$ cat config.mk
export PLATFORM = sky130hd
export DESIGN_NAME = double_dabble_seq
export DESIGN_NICKNAME = d
export VERILOG_FILES = /design/src/rtl/dd_pkg.sv /design/src/rtl/dd_digit_adj.sv /design/src/rtl/double_dabble_seq.sv
export SDC_FILE = /design/constraint.sdc
export NUM_CORES = 1
export LEC_CHECK = 0
export CAP_MARGIN = 25
export CORE_MARGIN = 2
export CORE_UTILIZATION = 52
export DETAILED_ROUTE_END_ITERATION = 8
export GPL_ROUTABILITY_DRIVEN = 0
export PLACE_DENSITY = 0.81
export SYNTH_ARGS = -nofsm -noshare
export SYNTH_HDL_FRONTEND = slang
export SYNTH_SLANG_ARGS = --single-unit
export TNS_END_PERCENT = 30
$ cat constraint.sdc
create_clock -name clk_i -period 2.1 [get_ports clk_i]
set_clock_uncertainty 0.15 [all_clocks]
set_input_delay 0.315 -clock clk_i [delete_from_list [all_inputs] [get_ports clk_i]]
set_output_delay 0.315 -clock clk_i [all_outputs]
set_load 0.03 [all_outputs]
$ cat src/rtl/dd_pkg.sv
// Shared constants for the sequential double-dabble converter: FSM encoding, digit width and sizing helpers.
package dd_pkg;

  localparam int unsigned DD_DIGIT_W = 4;

  typedef enum logic [1:0] {
    DD_IDLE  = 2'd0,
    DD_SHIFT = 2'd1,
    DD_DONE  = 2'd2
  } dd_state_e;

  function automatic int unsigned dd_clog2(input int unsigned n);
    int unsigned r;
    r = 0;
    for (int i = 0; i < 32; i++) begin
      if ((64'd1 << i) < 64'(n)) r = i + 1;
    end
    return r;
  endfunction

  // Number of decimal digits needed to show 2^width-1.
  function automatic int unsigned dd_min_digits(input int unsigned width);
    logic [63:0]  max_v;
    logic [63:0]  p;
    int unsigned  d;
    max_v = (width >= 64) ? '1 : ((64'd1 << width) - 64'd1);
    d     = 1;
    p     = 64'd10;
    for (int i = 0; i < 19; i++) begin
      if (p <= max_v) begin
        d = d + 1;
        p = p * 64'd10;
      end
    end
    return d;
  endfunction

endpackage

$ cat src/rtl/dd_digit_adj.sv
// One BCD digit correction step: adds 3 to digits of 5 or more so the next left shift carries decimally.
module dd_digit_adj
  import dd_pkg::*;
(
  input  logic [DD_DIGIT_W-1:0] digit_i,
  output logic [DD_DIGIT_W-1:0] digit_o
);

  always_comb begin
    digit_o = digit_i;
    if (digit_i >= 4'd5) digit_o = digit_i + 4'd3;
  end

endmodule

$ cat src/rtl/double_dabble_seq.sv
// Binary-to-BCD, one bit per clock; result valid WIDTH edges after accept, held in DONE until out_ready_i.
// Optional DD_SIGNED_EN: treat in_data_i as two's complement, convert the magnitude and flag neg_o.
module double_dabble_seq
  import dd_pkg::*;
#(
  parameter int unsigned WIDTH  = 16,
  parameter int unsigned DIGITS = dd_min_digits(WIDTH)
) (
  input  logic                         clk_i,
  input  logic                         rst_i,
  input  logic                         in_valid_i,
  output logic                         in_ready_o,
  input  logic [WIDTH-1:0]             in_data_i,
  output logic                         out_valid_o,
  input  logic                         out_ready_i,
  output logic [DD_DIGIT_W*DIGITS-1:0] bcd_o,
  output logic                         ovf_o,
  output logic                         neg_o
);

  localparam int unsigned     BCD_W    = DD_DIGIT_W * DIGITS;
  localparam int unsigned     CNT_W    = dd_clog2(WIDTH + 1);
  localparam logic [CNT_W-1:0] LAST_CNT = CNT_W'(WIDTH - 1);

  dd_state_e        state_q, state_d;
  logic [CNT_W-1:0] count_q, count_d;
  logic [WIDTH-1:0] bin_q, bin_d;
  logic [BCD_W-1:0] bcd_q, bcd_d;
  logic             ovf_q, ovf_d;
  logic [BCD_W-1:0] bcd_adj;
  logic [WIDTH-1:0] operand;
  logic             accept;
  logic             carry;

  for (genvar g = 0; g < DIGITS; g++) begin : g_adj
    dd_digit_adj u_adj (
      .digit_i (bcd_q[g*DD_DIGIT_W +: DD_DIGIT_W]),
      .digit_o (bcd_adj[g*DD_DIGIT_W +: DD_DIGIT_W])
    );
  end

`ifdef DD_SIGNED_EN
  logic neg_q;
  // Negating the most negative value wraps to itself, which is the correct unsigned magnitude.
  assign operand = in_data_i[WIDTH-1] ? ((~in_data_i) + WIDTH'(1)) : in_data_i;

  always_ff @(posedge clk_i) begin
    if (rst_i)       neg_q <= 1'b0;
    else if (accept) neg_q <= in_data_i[WIDTH-1];
  end

  assign neg_o = neg_q;
`else
  assign operand = in_data_i;
  assign neg_o   = 1'b0;
`endif

  assign accept = in_valid_i && in_ready_o;

  always_ff @(posedge clk_i) begin
    if (rst_i) begin
      state_q <= DD_IDLE;
      count_q <= '0;
      bin_q   <= '0;
      bcd_q   <= '0;
      ovf_q   <= 1'b0;
    end else begin
      state_q <= state_d;
      count_q <= count_d;
      bin_q   <= bin_d;
      bcd_q   <= bcd_d;
      ovf_q   <= ovf_d;
    end
  end

  always_comb begin
    state_d = state_q;
    unique case (state_q)
      DD_IDLE:  if (accept)                state_d = DD_SHIFT;
      DD_SHIFT: if (count_q == LAST_CNT)   state_d = DD_DONE;
      DD_DONE:  if (out_ready_i)           state_d = DD_IDLE;
      default:                             state_d = DD_IDLE;
    endcase
  end

  always_comb begin
    count_d = count_q;
    bin_d   = bin_q;
    bcd_d   = bcd_q;
    ovf_d   = ovf_q;
    carry   = 1'b0;
    if (accept) begin
      bin_d   = operand;
      bcd_d   = '0;
      ovf_d   = 1'b0;
      count_d = '0;
    end else if (state_q == DD_SHIFT) begin
      // A bit leaving the top digit means the value no longer fits in DIGITS.
      {carry, bcd_d, bin_d} = {bcd_adj, bin_q, 1'b0};
      ovf_d   = ovf_q | carry;
      count_d = count_q + CNT_W'(1);
    end
  end

  always_comb begin
    in_ready_o  = (state_q == DD_IDLE) && !rst_i;
    out_valid_o = (state_q == DD_DONE);
    bcd_o       = bcd_q;
    ovf_o       = ovf_q;
  end

endmodule

==> results of run 1 <==
-- cell type report --
type | instances | area (sq um)
Sequential cell | 44 | 881
Clock buffer | 8 | 90.1
Multi-Input combinational cell | 192 | 1230
Inverter | 12 | 45.0
Fill cell | 373 | 1480
Timing Repair Buffer | 52 | 504
Tap cell | 52 | 65.1
-- cells by family after synthesis --
kind of cell	share of synthesized area [%]
compound gates	26.1
xor+xnor	1.15
fa+ha+maj	6.58
buf+inv	7.35
flops	38.6
mux	2.19
other cells	0.164
simple gates	17.9
-- state kept, by name, indices dropped and copies added (netlist names) --
signal   count
bcd_o       20
state_q      2
ovf_o        1
bin_q       16
count_q      5
-- report_power, final --
| part | internal [uW] | switching, uW | total (uW) |
|---|---|---|---|
| registers | 865 | 20.4 | 885 |
| clock network | 268 | 274 | 542 |
| logic | 106 | 138 | 245 |
| total | 1240 | 432 | 1670 |
-- placed cells by master (no fill, tap or decap), types with 2 or more instances in the layout --
cell	Yosys	routed
a21oi_1	19	19
a311oi_2	5	5
a41oi_1	5	5
o21ai_0	5	5
a22o_1	5	5
clkbuf_8	0	6
clkbuf_1	3	2
mux2i_1	5	5
ha_1	12	12
nand3_1	8	8
nand2b_1	6	6
nor3b_1	4	4
nand2_1	35	35
a31oi_1	6	6
dfxtp_1	44	44
a2111oi_0	5	5
a211oi_1	9	9
a311oi_1	9	9
nor2_1	35	35
xor2_1	2	2
clkdlybuf4s50_1	0	40
buf_4	4	10
inv_1	12	12
o21ai_1	5	5
-- through the flow --
stage | power [uW] | setup slack, ns | hold WS (ns) | std cells | cell area, sq um
5_1_grt | 1750 | 0.0699 | 0.316 | 360 | 2820
2_1_floorplan | 1070 | 0.304 | 0.282 | 265 | 2280
6_report | 1670 | 0.134 | 0.306 | 360 | 2820
3_5_place_dp | 1150 | 0.237 | 0.299 | 352 | 2730
4_1_cts | 1690 | 0.117 | 0.308 | 360 | 2820
3_3_place_gp | 1140 | 0.294 | 0.295 | 352 | 2730
-- per-layer routing --
layer	up-vias	track usage [%]	share of wire (%)
met5	-	0	0
met4	0	7.69	1.5
met3	7	4.62	4.4
met2	51	34.8	48
met1	937	26.0	47
li1	1034	-	-
-- worst register-to-register path: cells and delay by family, from the launching register on --
family / cells / cell delay, ns
AND/OR/NAND/NOR: 1 / 0.19
adder cells (fa/ha/maj): 1 / 0.19
buffers and inverters: 1 / 0.09
AO/OA/AOI/OAI: 3 / 0.69
flip-flops: 1 / 0.37
-- final timing paths --
check / start / to / slack [ns]
max: bcd_o[2] / bcd_o[2] / 0.13
min: bin_q[15] / bcd_o[0] / 0.31
max reg2reg: bcd_o[1] / bcd_o[1] / 0.36
min reg2reg: bin_q[15] / bcd_o[0] / 0.31
==> qor.csv, run 1 <==
metric,value,unit
cts_hold_buf,0,
arrival,1.50,ns
outcome,"complete, no violations",
ys_async_sr_fraction,0,%
viasPerCell,5.64,
rsz0062_at_grt,false,
fmax,509,MHz
syn-instance-count,265,
core,4290,sq um
worst_path_max_delay_cell,clkdlybuf4s50_1,
grt_max_degree,38,
syn_nets,297,
fin_crit,1.97,ns
die_x,70.3,microns
leakage,0.00102,uW
dieArea,4940,sq um
final_nets,339,
ys_seq_elements,44,
routed_wl,4640,microns
synth_ff_type,dfxtp_1,
worstHoldPathType,reg -> reg,
cts-root-buf,clkbuf_8,
crit_required,1.63,ns
dp_hpwl,3250,microns
port_buffers,42,
drt_iter0_drc,104,
cts-buffers-inserted,5,
synth_top_area_share,38.6,%
report.final.slew_viol_count,0,
final_core_util,65.6,%
max_stage_delay,0.74,ns
worstSetupStartpointType,flip-flop,
cp.depth,1,
setup_viol,0,
layout-drive-gt1-share,8.12,%
antenna_found_initial,0,
vdd_drop_max,0.000326,V
htreeDepth,2,
via_count,2029,
ioPinCount,44,
clock-sinks,44,
path_max_fanout,8,
yosysUniqueCellTypes,36,
dr.pass1.iters,4,
netlist.top_cell.by_area,dfxtp_1,
overflow,0,
drc_errors,0,
syn_to_final_growth,23.5,%
cp_top_family,buffers and inverters,
start_util,53.1,%
grt_pass1_wl,8360,microns
crit_buf_inv,1,
setup_tns,0,ns
cp-end-kind,output pin,
synth_seq_area_share,38.6,%
hold_viol_final,0,
min_path_cells,2,
finalCritPeriodShare,93.6,%
yosysMostFrequentCell,dfxtp_1,
worst-setup-path-type,reg -> out,
ant_nets,0,
syn_avg_cell_area,8.61,sq um
wl_per_cell,12.9,microns
max_cap_violations,0,
core.rowCount,24,
r2r_cells,6,
synth_area,2280,sq um
cp_cell_sequence,clkdlybuf4s50_1,
synthTopCellsByArea,"dfxtp_1 39%, ha_1 6.6%, nand2_1 5.8%, nor2_1 5.8%, a21oi_1 4.2%",
synth_edf_count,0,
post_cts_buffers,0,
clockBufferDepth,2,
grt_usage,20.8,%
ys_warn_count,0,
fp.dieH,70.3,microns
yosys-top-cells-count,"44 x dfxtp_1, 35 x nand2_1, 35 x nor2_1",
cts.reportedPaths.clkPinSlew,0.08,ns
cts_tree,built,
power_per_cell_area,593,nW/um^2
diodes,0,
postCtsResizedCells,1,
grt_pass1_vias,1933,
insertion_delay,0.30,ns
Note: power is estimated with default switching activity, not from simulation.
==> run 2: changes to the inputs <==
--- a/config.mk
+++ b/config.mk
@@ -6,7 +6,6 @@
 export NUM_CORES = 1
 export LEC_CHECK = 0
 export CAP_MARGIN = 25
-export CORE_MARGIN = 2
 export CORE_UTILIZATION = 52
 export DETAILED_ROUTE_END_ITERATION = 8
 export GPL_ROUTABILITY_DRIVEN = 0
==> qor.csv, run 2 (same netlist as run 1, synthesis figures left out) <==
metric,value,unit,change
outcome,"complete, no violations",,unchanged
core,4120,sq um,was 4290 sq um
insertion_delay,0.30,ns,about the same
worstSetupStartpointType,flip-flop,,unchanged
grt_usage,22.1,%,was 20.8%
comb_power_share,13.9,%,was 14.6%
wl_per_cell,13.2,microns,was 12.9 microns
final_cell_mix,"44 x dfxtp_1, 40 x clkdlybuf4s50_1, 35 x nand2_1, 35 x nor2_1, 19 x a21oi_1",,unchanged
fp.dieH,68.3,microns,was 70.3 microns
layout_commonest_cell,dfxtp_1,,unchanged
clockBufferDepth,2,,unchanged
viasPerCell,5.73,,was 5.64
syn_to_final_growth,24.5,%,was 23.5%
grt_max_degree,38,,unchanged
antenna_found_initial,0,,unchanged
final_core_util,69.0,%,was 65.6%
largest_reg_flops,20,,unchanged
post_cts_buffers,0,,unchanged
port_buffers,42,,unchanged
grtUsageMet3,4.67,%,was 4.62%
grt_pass1_wl,7770,microns,was 8360 microns
cts-root-buf,clkbuf_8,,unchanged
worst_path_max_delay_cell,clkdlybuf4s50_1,,unchanged
met2_usage,37.7,%,was 34.8%
die_x,68.3,microns,was 70.3 microns
diodes,0,,unchanged
leakage,0.00103,uW,was 0.00102 uW
dp_hpwl,3250,microns,about the same
start_util,55.5,%,was 53.1%
arrival,1.54,ns,was 1.50 ns
cp_top_family,buffers and inverters,,unchanged
core.rowCount,23,,was 24
netSwitchingFraction,25.7,%,was 25.9%
finalCritPeriodShare,95.4,%,was 93.6%
cts_hold_buf,0,,unchanged
dr.pass1.iters,4,,unchanged
crit_required,1.63,ns,about the same
ioPinCount,44,,unchanged
cts_tree,built,,unchanged
seqPwrFrac,49.6,%,was 52.9%
fmax,499,MHz,was 509 MHz
grt_pass1_vias,1807,,was 1933
report.final.slew_viol_count,0,,unchanged
rsz0062_at_grt,false,,unchanged
routed_wl,4680,microns,was 4640 microns
htreeDepth,2,,unchanged
clock-sinks,44,,unchanged
switchingPower,459,uW,was 432 uW
cts.reportedPaths.clkPinSlew,0.09,ns,was 0.08 ns
drc_errors,0,,unchanged
worstHoldPathType,reg -> reg,,unchanged
final_nets,336,,was 339
drt_iter0_drc,67,,was 104
ant_nets,0,,unchanged
hold_viol_final,0,,unchanged
setup_viol,0,,unchanged
power_per_cell_area,629,nW/um^2,was 593 nW/um^2
setup_tns,0,ns,unchanged
internal_power,1330,uW,was 1240 uW
fin_crit,2.00,ns,was 1.97 ns
crit_buf_inv,1,,unchanged
postCtsResizedCells,1,,unchanged
worst-setup-path-type,reg -> out,,unchanged
max_stage_delay,0.73,ns,was 0.74 ns
fin_total_pwr,1790,uW,was 1670 uW
dieArea,4660,sq um,was 4940 sq um
busiest_layer,met2,,unchanged
p_clk_share,36.5,%,was 32.4%
grtUsageMet1,26.7,%,was 26.0%
cp-end-kind,output pin,,unchanged
cp_cell_sequence,clkdlybuf4s50_1,,unchanged
via_count,2033,,was 2029
vdd_drop_max,0.000412,V,was 0.000326 V
layout-drive-gt1-share,7.87,%,was 8.12%
cts-buffers-inserted,5,,unchanged
overflow,0,,unchanged
max_cap_violations,0,,unchanged
path_max_fanout,8,,unchanged
n_fill_cell,324,,was 373
run 2: final cells by class:
type | instances | area [sq um] | area share [%]
multi-input cells | 192 | 1230 | 43.4
flip-flops and latches | 44 | 881 | 31.0
repair buffers | 49 | 507 | 17.8
clock buffers | 5 | 68.8 | 2.42
well taps | 50 | 62.6 | 2.20
inverters | 12 | 45.0 | 1.59
clock inverters | 3 | 42.5 | 1.50
run 2: power groups by stage:
stage / logic (uW) / registers, uW / clock network [uW]
floorplan: 157 / 912 / 0
CTS: 249 / 886 / 658
global placement: 243 / 904 / 0
global route: 272 / 890 / 692
detailed placement: 248 / 905 / 0
finish: 248 / 886 / 652
run 2: metrics by stage:
stage | hold slack (ns) | setup slack (ns) | instances | cell area, sq um
after floorplan | 0.282 | 0.304 | 265 | 2280
after global placement | 0.293 | 0.341 | 347 | 2730
after detailed placement | 0.293 | 0.289 | 347 | 2730
after CTS | 0.305 | 0.0937 | 355 | 2840
after global routing | 0.334 | 0.0299 | 355 | 2840
final | 0.306 | 0.0961 | 355 | 2840
run 2: path summary, 6_finish.rpt:
path / start / endpoint / slack [ns] / cells past startpoint
min: bin_q[15] / bcd_o[0] / 0.31 / 2
max: bcd_o[18] / bcd_o[18] / 0.1 / 1
min reg2reg: bin_q[15] / bcd_o[0] / 0.31 / 2
max reg2reg: bcd_o[16] / bcd_o[17] / 0.38 / 6
run 2: per-layer routing:
| layer | up-vias | wire (microns) |
|---|---|---|
| met5 | - | 0 |
| met4 | 0 | 70 |
| met3 | 7 | 159 |
| met2 | 40 | 2270 |
| met1 | 952 | 2180 |
| li1 | 1034 | - |
